==> config.mk <==
export PLATFORM = sky130hd
export DESIGN_NAME = pwm_gate_protect
export DESIGN_NICKNAME = d
export VERILOG_FILES = /design/src/rtl/pwm_gate_protect.sv
export SDC_FILE = /design/constraint.sdc
export NUM_CORES = 1
export LEC_CHECK = 0
export ABC_AREA = 1
export CAP_MARGIN = 20
export CORE_MARGIN = 4
export CORE_UTILIZATION = 48
export DETAILED_ROUTE_END_ITERATION = 16
export PLACE_DENSITY_LB_ADDON = 0.25
export SLEW_MARGIN = 5
export SYNTH_ARGS = -nofsm -noshare
export SYNTH_HDL_FRONTEND = slang
export SYNTH_SLANG_ARGS = --single-unit
==> constraint.sdc <==
create_clock -name clk -period 4.9 [get_ports clk]
set_input_delay 0.98 -clock clk [delete_from_list [all_inputs] [get_ports clk]]
set_output_delay 0.98 -clock clk [all_outputs]
set_load 0.01 [all_outputs]
==> src/rtl/pwm_gate_protect.sv <==
// Gate-drive protection stage: passes carrier PWM through in RUN, forces safe levels otherwise,
// and latches a trip on a filtered external fault or an A/B shoot-through overlap.
module pwm_gate_protect #(
  parameter int PWM_WIDTH      = 8,
  parameter int FLT_FILT_WIDTH = 8
) (
  input  logic                      clk,
  input  logic                      reset,
  input  logic                      pwm_onoff,
  input  logic [PWM_WIDTH-1:0]      pwmin_A_x,
  input  logic [PWM_WIDTH-1:0]      pwmin_B_x,
  input  logic [PWM_WIDTH-1:0]      safe_A_x,
  input  logic [PWM_WIDTH-1:0]      safe_B_x,
  input  logic                      fault_n,
  input  logic [FLT_FILT_WIDTH-1:0] fltfilt_count,
  input  logic                      st_detect_onoff,
  input  logic                      trip_clear,
  output logic [PWM_WIDTH-1:0]      pwmout_A_x,
  output logic [PWM_WIDTH-1:0]      pwmout_B_x,
  output logic                      trip,
  output logic [1:0]                trip_cause,
  output logic [PWM_WIDTH-1:0]      st_chan,
  output logic                      interrupt
);

  typedef enum logic [1:0] {IDLE, RUN, TRIP} state_t;

  state_t                    state;
  state_t                    next_state;
  logic                      fault_meta;
  logic                      sync_fault;
  logic [FLT_FILT_WIDTH-1:0] filt_cnt;
  logic [FLT_FILT_WIDTH-1:0] filt_thresh;
  logic                      fault_filt;
  logic [PWM_WIDTH-1:0]      overlap;
  logic                      st_hit;
  logic                      started;
  logic                      trip_entry;

  always_ff @(posedge clk or negedge reset) begin
    if (!reset) begin
      fault_meta <= 1'b0;
      sync_fault <= 1'b0;
    end else begin
      fault_meta <= ~fault_n;
      sync_fault <= fault_meta;
    end
  end

  // Counts consecutive synchronised fault cycles; any clean cycle restarts the count.
  always_ff @(posedge clk or negedge reset) begin
    if (!reset) begin
      filt_cnt <= '0;
    end else if (!sync_fault) begin
      filt_cnt <= '0;
    end else if (filt_cnt != '1) begin
      filt_cnt <= filt_cnt + 1'b1;
    end
  end

  assign filt_thresh = fltfilt_count | FLT_FILT_WIDTH'(fltfilt_count == '0);
  assign fault_filt  = (filt_cnt >= filt_thresh);
  assign overlap     = pwmin_A_x & pwmin_B_x;
  assign st_hit      = st_detect_onoff & (|overlap);

  // The first edge after reset is held in IDLE so the outputs always start from safe levels.
  always_comb begin
    next_state = state;
    unique case (state)
      IDLE: begin
        if (fault_filt)
          next_state = TRIP;
        else if (pwm_onoff && started)
          next_state = RUN;
      end
      RUN: begin
        if (fault_filt || st_hit)
          next_state = TRIP;
        else if (!pwm_onoff)
          next_state = IDLE;
      end
      TRIP: begin
        if (trip_clear && !fault_filt)
          next_state = IDLE;
      end
      default: next_state = IDLE;
    endcase
  end

  assign trip_entry = (next_state == TRIP) && (state != TRIP);

  always_ff @(posedge clk or negedge reset) begin
    if (!reset) begin
      state      <= IDLE;
      started    <= 1'b0;
      pwmout_A_x <= '0;
      pwmout_B_x <= '0;
      trip       <= 1'b0;
      trip_cause <= 2'b00;
      st_chan    <= '0;
      interrupt  <= 1'b0;
    end else begin
      state     <= next_state;
      started   <= 1'b1;
      trip      <= (next_state == TRIP);
      interrupt <= trip_entry;
      if (next_state == RUN) begin
        pwmout_A_x <= pwmin_A_x;
        pwmout_B_x <= pwmin_B_x;
      end else begin
        pwmout_A_x <= safe_A_x;
        pwmout_B_x <= safe_B_x;
      end
      if (trip_entry) begin
        trip_cause <= {st_hit && (state == RUN), fault_filt};
        st_chan    <= overlap;
      end else if ((state == TRIP) && (next_state == IDLE)) begin
        trip_cause <= 2'b00;
        st_chan    <= '0;
      end
    end
  end

endmodule

==> results by group <==
GRT
  – Vias in the first global route: 1836
  – Overflow after GRT: 0
  – Largest net degree at the start of global routing: 42
  – Global router's overall resource usage: 0.196
  – First-pass GRT wire length: 8.03 mm
  – Initial antenna violation count: 0

Timing
  – Unrepaired setup endpoints after global routing: false
  – Clock skew: 0.00962 ns
  – Worst slew pin tran: 0.879 ns
  – Max-slew violation count: 0
  – TNS Setup: 0 ns
  – Final Hold Viols: 0
  – Final setup fails: 0
  – Fin crit share: 0.681
  – Slew HR: 0.414
  – Final worst slack: 1.56 ns
  – Fin crit period: 3.34 ns
  – Max Clk Rate: 300 MHz

Placed design
  – Port bufs: 73
  – RD Place Congestion: 0.819
  – DP Area: 2790 um^2
  – Hpwl dp: 3.87 mm
  – Setup WS pre-CTS: 1.29 ns

Setup path
  – Reg2Reg Launch Point: filt_cnt[3]
  – Reg2reg end: st_chan[2]
  – Slowest-stage cell, CP: clkdlybuf4s50_1
  – Setup slack, reg-to-reg: 2.76 ns
  – Critical path class: input port to flop
  – Startpoint Class: input port
  – Worst-path fanout max: 11
  – Worst Path Buf+Inv: 1
  – FF-to-FF path depth: 12
  – CP most frequent cell: nand2_1
  – Cell depth of the worst setup path: 15
  – CP max stage delay: 0.43 ns
  – Arrival @ worst endpoint: 3.56 ns
  – Worst Path Required: 5.13 ns
  – CP Capture Type: flop
  – Worst path cell trace: clkdlybuf4s50_1, nor4_1, a41o_1, ha_1, nand2_1, nor2_1, nor2_1, nand2_1, nand2_2, nand3_2, nand2_1, nand2_1, nand2_1, nand3_1, nand2_1
  – CP delay by family, top: simple AND/OR/NAND/NOR gates

Synth
  – Post-synth top area cell: dfrtp_1
  – Synthesis Warnings: 0
  – Ranking of synthesized cells by area: dfrtp_1 (50%), nand2_1 (15%), nand3_1 (7.8%)
  – Syn_nets: 297
  – Sequential fraction of the synthesis area: 0.501
  – Share of the synthesized area in the top cell type: 0.501
  – Seq cells post-synth: 41
  – Netlist cell types: 31
  – Syn Area/Cell: 8.46 um^2
  – Mapped Area: 2050 um^2
  – Cells after synthesis: 242

Routing
  – Avg Vias per Cell: 5.14
  – Drt first-iter violations: 92
  – First-pass DRT Iterations: 4
  – DRC viols: 0
  – Vias: 1885
  – Final ANT Viol Nets: 0
  – Detailed Route WL: 4.99 mm
  – DR WL/cell: 13.6 um

Floorplan
  – Die Y: 73.3 um
  – Starting Density: 0.505
  – Die area: 5380 um^2
  – Die W: 73.3 um
  – Ports: 74
  – # rows: 23
  – Core Area: 4060 um^2

Clock network
  – CTS sink count: 41
  – Clock buffer depth: 2
  – Num CTS Buffers: 5
  – CTS tree: built
  – Clock Latency Late Sink: 0.29 ns
  – Clock H-tree levels: 2
  – CTS-repair resized insts: 0
  – Clock Root Buffer: clkbuf_8
  – CTS clk-pin slew, worst paths: 0.08 ns
  – Cts hold-fix bufs: 0
  – Post-CTS Setup Inserts: 0

Layout
  – Layout area overhead: 41.3%
  – Most frequent cells in the layout: nand2_1 (81), clkdlybuf4s50_1 (72), dfrtp_1 (41)
  – Final instance area: 2890 um^2
  – Nets: 371
  – Most common library cell in the layout ignoring fill and taps: nand2_1
  – Share of post-route cells with drive strength above 1: 0.0568
  – # diodes: 0
  – Number of fill cells: 324
  – Final Util: 0.713

Worst hold path
  – Worst Hold End: sync_fault
  – Min-delay worst type: flop to flop
  – Min-Delay Path Depth: 0
  – HP Start: fault_meta

Pwr
  – Leakage power: 1.45 nW
  – Pwr/cell area: 301 nW/um^2
  – Total Power: 0.872 mW
  – Maximum vdd drop: 0.186 mV

Job
  – Number of max-cap violations: 0

Status
  – Status: complete, no violations
[per-stage QoR]
step / hold slack [ns] / std cells
2_1_floorplan: 0.331 / 242
3_3_place_gp: 0.336 / 359
3_5_place_dp: 0.336 / 359
4_1_cts: 0.352 / 367
5_1_grt: 0.375 / 367
6_report: 0.350 / 367
[report_power, final]
part	internal, mW	switching, mW
Combinational	0.125	0.106
Sequential	0.381	0.0224
Clock	0.127	0.110
Total	0.633	0.238
[kinds of logic after synthesis]
kind of cell	count (synthesis)	share of synthesized area
flip-flops	41	0.501
AO/OA/AOI/OAI	14	0.0397
buffers and inverters	31	0.0672
other	1	0.00183
adder cells (fa/ha/maj)	9	0.0550
AND/OR/NAND/NOR	146	0.335
[layer usage]
layer  global-route usage  share of wire  vias to the layer above
li1                     -              -                      932
met1                0.239           0.41                      884
met2                0.326           0.48                       65
met3               0.0752           0.10                        4
met4               0.0543         0.0092                        0
met5                    0              0                        -
[worst max-delay path by stage]
stage / start / end / slack, ns
2_1_floorplan: fltfilt_count[6] / pwmout_A_x[4] / 2.29
3_3_place_gp: fltfilt_count[6] / st_chan[7] / 1.53
3_5_place_dp: fltfilt_count[6] / st_chan[2] / 1.29
4_1_cts: fltfilt_count[6] / st_chan[2] / 1.59
5_1_grt: fltfilt_count[6] / st_chan[7] / 1.31
6_report: fltfilt_count[6] / st_chan[2] / 1.56
[Yosys cell counts]
library cell  instances
buf_8                 1
nor3_1                2
nor2_1               10
nor4_1                1
conb_1                1
nor2_4                1
clkbuf_1              1
nand4_2               1
and2_4                1
nand2_1              81
ha_1                  9
o21ai_0               4
inv_1                24
clkinv_1              1
a21oi_1               6
nand4_4               1
o21a_1                1
a211oi_1              1
nand3_2               1
nand2_2               2
nand3_1              32
nand2_4               2
dfrtp_1              41
nand4_1               8
a31oi_1               1
or2_0                 1
nand3b_1              1
buf_4                 2
buf_2                 2
a41o_1                1
and3_1                1
[cell type report]
class | instances | area (um^2) | area share
Inverter | 25 | 93.8 | 0.0324
Multi-Input combinational cell | 170 | 885 | 0.306
Clock inverter | 1 | 5.00 | 0.00173
Sequential cell | 41 | 1030 | 0.355
Tap cell | 50 | 62.6 | 0.0216
Timing Repair Buffer | 73 | 726 | 0.251
Clock buffer | 7 | 96.3 | 0.0333
[flip-flops by register name, indices dropped and copies added, names as in the netlist]
signal      cells
st_chan         8
interrupt       1
sync_fault      1
filt_cnt        8
trip            1
trip_cause      2
started         1
pwmout_A_x      8
state           2
fault_meta      1
pwmout_B_x      8
(Power assumes the default switching activity.)
